==> src/rtl/shift_sequencer_if.sv <==
// Request/response bundle between the execute-stage control and the shift sequencer.
interface shift_sequencer_if;
  logic        start;
  logic [1:0]  op;
  logic [15:0] in;
  logic [3:0]  amt;
  logic        busy;
  logic        done;
  logic [15:0] out;

  modport master (output start, op, in, amt, input  busy, done, out);
  modport slave  (input  start, op, in, amt, output busy, done, out);
endinterface

==> src/rtl/shift_sequencer.sv <==
// 16-bit shift/rotate sequencer: one logarithmic stage (1,2,4,8) per clock,
// exits early once no higher amount bits remain, then pulses done for one cycle.
module shift_sequencer (
  input  logic               clk,
  input  logic               rst_n,
  shift_sequencer_if.slave   bus
);
  typedef enum logic [1:0] {IDLE = 2'd0, RUN = 2'd1, DONE = 2'd2} state_t;

  localparam logic [1:0] OP_SLL = 2'b00;
  localparam logic [1:0] OP_SRL = 2'b01;
  localparam logic [1:0] OP_SRA = 2'b10;
  localparam logic [1:0] OP_ROR = 2'b11;

  state_t      state;
  logic [15:0] acc, nxt_acc, out_r;
  logic [3:0]  amt_r;
  logic [1:0]  op_r, stage;
  logic [4:0]  sh;
  logic        last, busy_r, done_r;

  always_comb begin
    sh      = 5'd1 << stage;
    nxt_acc = acc;
    if (amt_r[stage]) begin
      case (op_r)
        OP_SLL:  nxt_acc = acc << sh;
        OP_SRL:  nxt_acc = acc >> sh;
        OP_SRA:  nxt_acc = $signed(acc) >>> sh;
        OP_ROR:  nxt_acc = (acc >> sh) | (acc << (5'd16 - sh));
        default: nxt_acc = acc;
      endcase
    end
    // Done once every amount bit above the current stage is zero.
    case (stage)
      2'd0:    last = (amt_r[3:1] == 3'b000);
      2'd1:    last = (amt_r[3:2] == 2'b00);
      2'd2:    last = ~amt_r[3];
      default: last = 1'b1;
    endcase
  end

  always_ff @(posedge clk or negedge rst_n) begin
    if (!rst_n) begin
      state  <= IDLE;
      acc    <= '0;
      amt_r  <= '0;
      op_r   <= '0;
      stage  <= '0;
      out_r  <= '0;
      busy_r <= 1'b0;
      done_r <= 1'b0;
    end else begin
      case (state)
        IDLE: begin
          done_r <= 1'b0;
          if (bus.start) begin
            acc    <= bus.in;
            amt_r  <= bus.amt;
            op_r   <= bus.op;
            stage  <= 2'd0;
            busy_r <= 1'b1;
            state  <= RUN;
          end
        end
        RUN: begin
          acc <= nxt_acc;
          if (last) begin
            out_r  <= nxt_acc;
            done_r <= 1'b1;
            state  <= DONE;
          end else begin
            stage <= stage + 2'd1;
          end
        end
        DONE: begin
          done_r <= 1'b0;
          busy_r <= 1'b0;
          state  <= IDLE;
        end
        default: begin
          done_r <= 1'b0;
          busy_r <= 1'b0;
          state  <= IDLE;
        end
      endcase
    end
  end

  assign bus.busy = busy_r;
  assign bus.done = done_r;
  assign bus.out  = out_r;
endmodule

==> src/flat_wrapper.sv <==
// flat-port wrapper written by rule: the top's interface ports become plain ports
module shift_sequencer_flat 
  (clk, rst_n, bus_start, bus_op, bus_in, bus_amt, bus_busy, bus_done, bus_out);
  shift_sequencer_if bus_i ();
  input  logic clk;
  input  logic rst_n;
  input wire logic [$bits(bus_i.start)-1:0] bus_start;
  input wire logic [$bits(bus_i.op)-1:0] bus_op;
  input wire logic [$bits(bus_i.in)-1:0] bus_in;
  input wire logic [$bits(bus_i.amt)-1:0] bus_amt;
  output wire logic [$bits(bus_i.busy)-1:0] bus_busy;
  output wire logic [$bits(bus_i.done)-1:0] bus_done;
  output wire logic [$bits(bus_i.out)-1:0] bus_out;
  assign bus_i.start = bus_start;
  assign bus_i.op = bus_op;
  assign bus_i.in = bus_in;
  assign bus_i.amt = bus_amt;
  assign bus_busy = bus_i.busy;
  assign bus_done = bus_i.done;
  assign bus_out = bus_i.out;
  shift_sequencer u_core (.clk(clk), .rst_n(rst_n), .bus(bus_i));
endmodule
==> config.mk <==
export PLATFORM = sky130hd
export DESIGN_NAME = shift_sequencer_flat
export DESIGN_NICKNAME = d
export VERILOG_FILES = /design/src/rtl/shift_sequencer_if.sv /design/src/rtl/shift_sequencer.sv /design/src/flat_wrapper.sv
export SDC_FILE = /design/constraint.sdc
export NUM_CORES = 1
export LEC_CHECK = 0
export ABC_AREA = 0
export BUFFER_PORTS_ARGS = -buffer_cell sky130_fd_sc_hd__buf_2
export CORE_ASPECT_RATIO = 1.2
export CORE_UTILIZATION = 59
export CTS_CLUSTER_DIAMETER = 80
export DETAILED_ROUTE_END_ITERATION = 10
export GPL_TIMING_DRIVEN = 0
export PLACE_DENSITY = 0.8
export SYNTH_ARGS = -nofsm -noshare
export SYNTH_HDL_FRONTEND = slang
export SYNTH_SLANG_ARGS = --single-unit
==> constraint.sdc <==
create_clock -name clk -period 3 [get_ports clk]
set_input_delay 0.45 -clock clk [delete_from_list [all_inputs] [get_ports clk]]
set_output_delay 0.45 -clock clk [all_outputs]
set_load 0.005 [all_outputs]
==> impl_metrics.py <==
metrics = {
    "status": {
        "status": "finished, final reports clean",
    },
    "critical_path": {
        "reg2reg_depth": 9,
        "crit_chain": "inv_1 > ha_1 > clkbuf_4 > buf_2 > mux2i_1 > o22ai_1 > o41ai_2 > mux2i_1 > o21ai_1",
        "r2r-end": "u_core.acc[5]$_DFFE_PN0P_",
        "crit_path_end_kind": "flop",
        "worstPathRequired_ns": 3.22,
        "crit_slowest_cell": "o41ai_2",
        "crit_type": "flop to flop",
        "critPathBufInv": 3,
        "reg2reg_slack_ns": 0.06,
        "start_kind": "flop",
        "path_delay_family": "compound AO/OA/AOI/OAI gates",
        "rr_startpoint": "u_core.stage[0]$_DFFE_PN0P_",
        "cp_max_fo": 10,
        "cp.arrival_ns": 3.16,
        "crit_top_cell": "mux2i_1",
        "crit_path_max_incr_delay_ns": 0.56,
    },
    "yosys": {
        "synthFlopType": "dfrtp_1",
        "syn_inst": 469,
        "yosysUniqueCellTypes": 71,
        "yosys_warnings": 0,
        "ys_ff_latch": 44,
        "syn-num-nets": 500,
        "netlist_area_sq_um": 4050,
        "synth.avg_cell_area_sq_um": 8.64,
        "synth-seq-area-share": 0.272,
        "synth_edf_count": 0,
        "async_reset_ff_frac": 1.00,
    },
    "timing": {
        "holdWs_ns": 0.296,
        "hold_viol": 0,
        "drv_slew": 0,
        "tightest_slew_ns": 0.986,
        "period_minus_slack_ns": 2.94,
        "fmax_mhz": 340,
        "fin_crit_sh": 0.981,
        "fin_skew_ns": 0.0110,
        "rsz0062_at_grt": "yes",
        "fin_ws_ns": 0.0562,
        "relSlewSlack": 0.324,
        "finalSetupViolCount": 0,
    },
    "global_route": {
        "grt.total_usage": 0.461,
        "grt_max_degree": 45,
        "antenna_found_initial": 0,
        "overflow": 0,
        "grt_pass1_vias": 4435,
        "grt_first_pass_wirelength_um": 24500,
    },
    "layout": {
        "drive_gt1_frac": 0.240,
        "fin_util": 0.698,
        "antenna_cells": 0,
        "final_nets": 551,
        "final_cell_mix": "nand2_1, buf_2, dfrtp_1, nor2_1",
        "final_common_cell": "nand2_1",
        "area_growth_pct": 12.3,
        "stdcell_count": 605,
    },
    "floorplan": {
        "pin_count": 43,
        "rows": 32,
        "die_area_sq_um": 7210,
        "die_h_um": 92.8,
        "core_area_sq_um": 6530,
        "initial_utilization": 0.621,
        "die_w_um": 77.7,
    },
    "clock_network": {
        "clkTransAtPathRegs_ns": 0.08,
        "cts_buffer_depth": 2,
        "holdBufCountCts": 0,
        "cts_tree": "built",
        "cts_num_sinks": 44,
        "cts_max_level": 2,
        "clk_latency_ns": 0.29,
        "cts_root_buf": "clkbuf_8",
        "numCtsBuffers": 5,
    },
    "placed_design": {
        "hpwlAfterDp_um": 11500,
        "numPortBuffers": 42,
        "place_ws_ns": -0.0914,
        "gp_congestion": 1.10,
        "dp_cells": 596,
    },
    "detailed_routing": {
        "wl_per_cell_um": 26.5,
        "drc": 0,
        "viasPerCell": 7.60,
        "wirelength_um": 16000,
        "ant_nets": 0,
        "drt_first_pass_iters": 7,
        "routed-via-count": 4599,
        "drt_iter0_drc": 952,
    },
    "hold_path": {
        "min_path_type": "primary input to async pin",
    },
    "job": {
        "drv_cap": 0,
    },
}
sequential cells by signal (all words and copies together), names as in the netlist:
register,cells
u_core.amt_r,4
u_core.acc,16
u_core.state,2
u_core.bus.done,1
u_core.bus.busy,1
u_core.stage,2
u_core.op_r,2
u_core.bus.out,16
layer usage:
layer / share of wire / vias up / wire length, um / track usage
li1: - / 1848 / - / -
met1: 0.33 / 2101 / 5310 / 0.562
met5: 0 / - / 0 / 0.0692
met3: 0.14 / 148 / 2190 / 0.0916
met2: 0.45 / 502 / 7150 / 0.727
met4: 0.085 / 0 / 1360 / 0.311
stage by stage:
stage                     TNS (ns)  area [sq um]
after floorplan                  0          4050
after global placement      -0.119          4370
after detailed placement    -0.170          4370
after CTS                        0          4450
after global routing      -0.00246          4550
final                            0          4550
synthesized netlist by cell type (all sizes together), types with 4 or more instances:
library cell	count	area [sq um]
nand2b	9	56.3
a221oi	4	35.0
dfrtp	44	1100
and3	4	25.0
o211ai	6	50.1
nand2	56	210
mux4	18	417
clkbuf	28	106
o31ai	9	67.6
nor2b	7	43.8
nand3	7	35.0
o21ai	33	165
ha	6	75.1
buf	22	159
nor3	11	55.1
inv	11	41.3
o21a	4	30.0
a21oi	27	135
mux2	16	184
mux2i	30	300
o22ai	17	106
nor2	39	146
cell families (layout without fill, tap and decap cells):
| kind of cell | after synthesis | count (layout) | synth area share |
|---|---|---|---|
| simple gates | 151 | 151 | 0.172 |
| fa+ha+maj | 6 | 6 | 0.0185 |
| buf+inv | 62 | 113 | 0.0765 |
| flops | 44 | 44 | 0.272 |
| compound gates | 141 | 141 | 0.237 |
| xor+xnor | 1 | 1 | 0.00216 |
| mux | 64 | 64 | 0.222 |
final cells by class:
class	instances	area (sq um)
multi-input combinational	363	2730
fill	513	1970
sequential	44	1100
buffer	50	272
timing repair buffer	44	225
tap	85	106
clock buffer	6	72.6
inverter	12	45.0
clock inverter	1	5.00
worst max-delay path by stage:
stage	endpoint	cells after the start	slack [ns]	startpoint
floorplan	u_core.bus.out[15]$_DFFE_PN0P_	11	0.55	u_core.stage[0]$_DFFE_PN0P_
global placement	u_core.bus.out[6]$_DFFE_PN0P_	9	-0.08	u_core.stage[0]$_DFFE_PN0P_
detailed placement	u_core.bus.out[6]$_DFFE_PN0P_	9	-0.09	u_core.stage[0]$_DFFE_PN0P_
CTS	u_core.acc[7]$_DFFE_PN0P_	9	0.01	u_core.stage[0]$_DFFE_PN0P_
global route	u_core.bus.out[15]$_DFFE_PN0P_	11	-0.002	u_core.stage[0]$_DFFE_PN0P_
finish	u_core.acc[5]$_DFFE_PN0P_	9	0.06	u_core.stage[0]$_DFFE_PN0P_
what timing repair did:
action                                  in CTS  in global routing
pin swaps                                    0                  3
resized for setup                            1                 20
endpoints found under the setup margin       2                 20
setup buffers                                0                  2
Power is not shown: default switching activity piles up to over one toggle a cycle in this logic, so the estimate is an artifact.
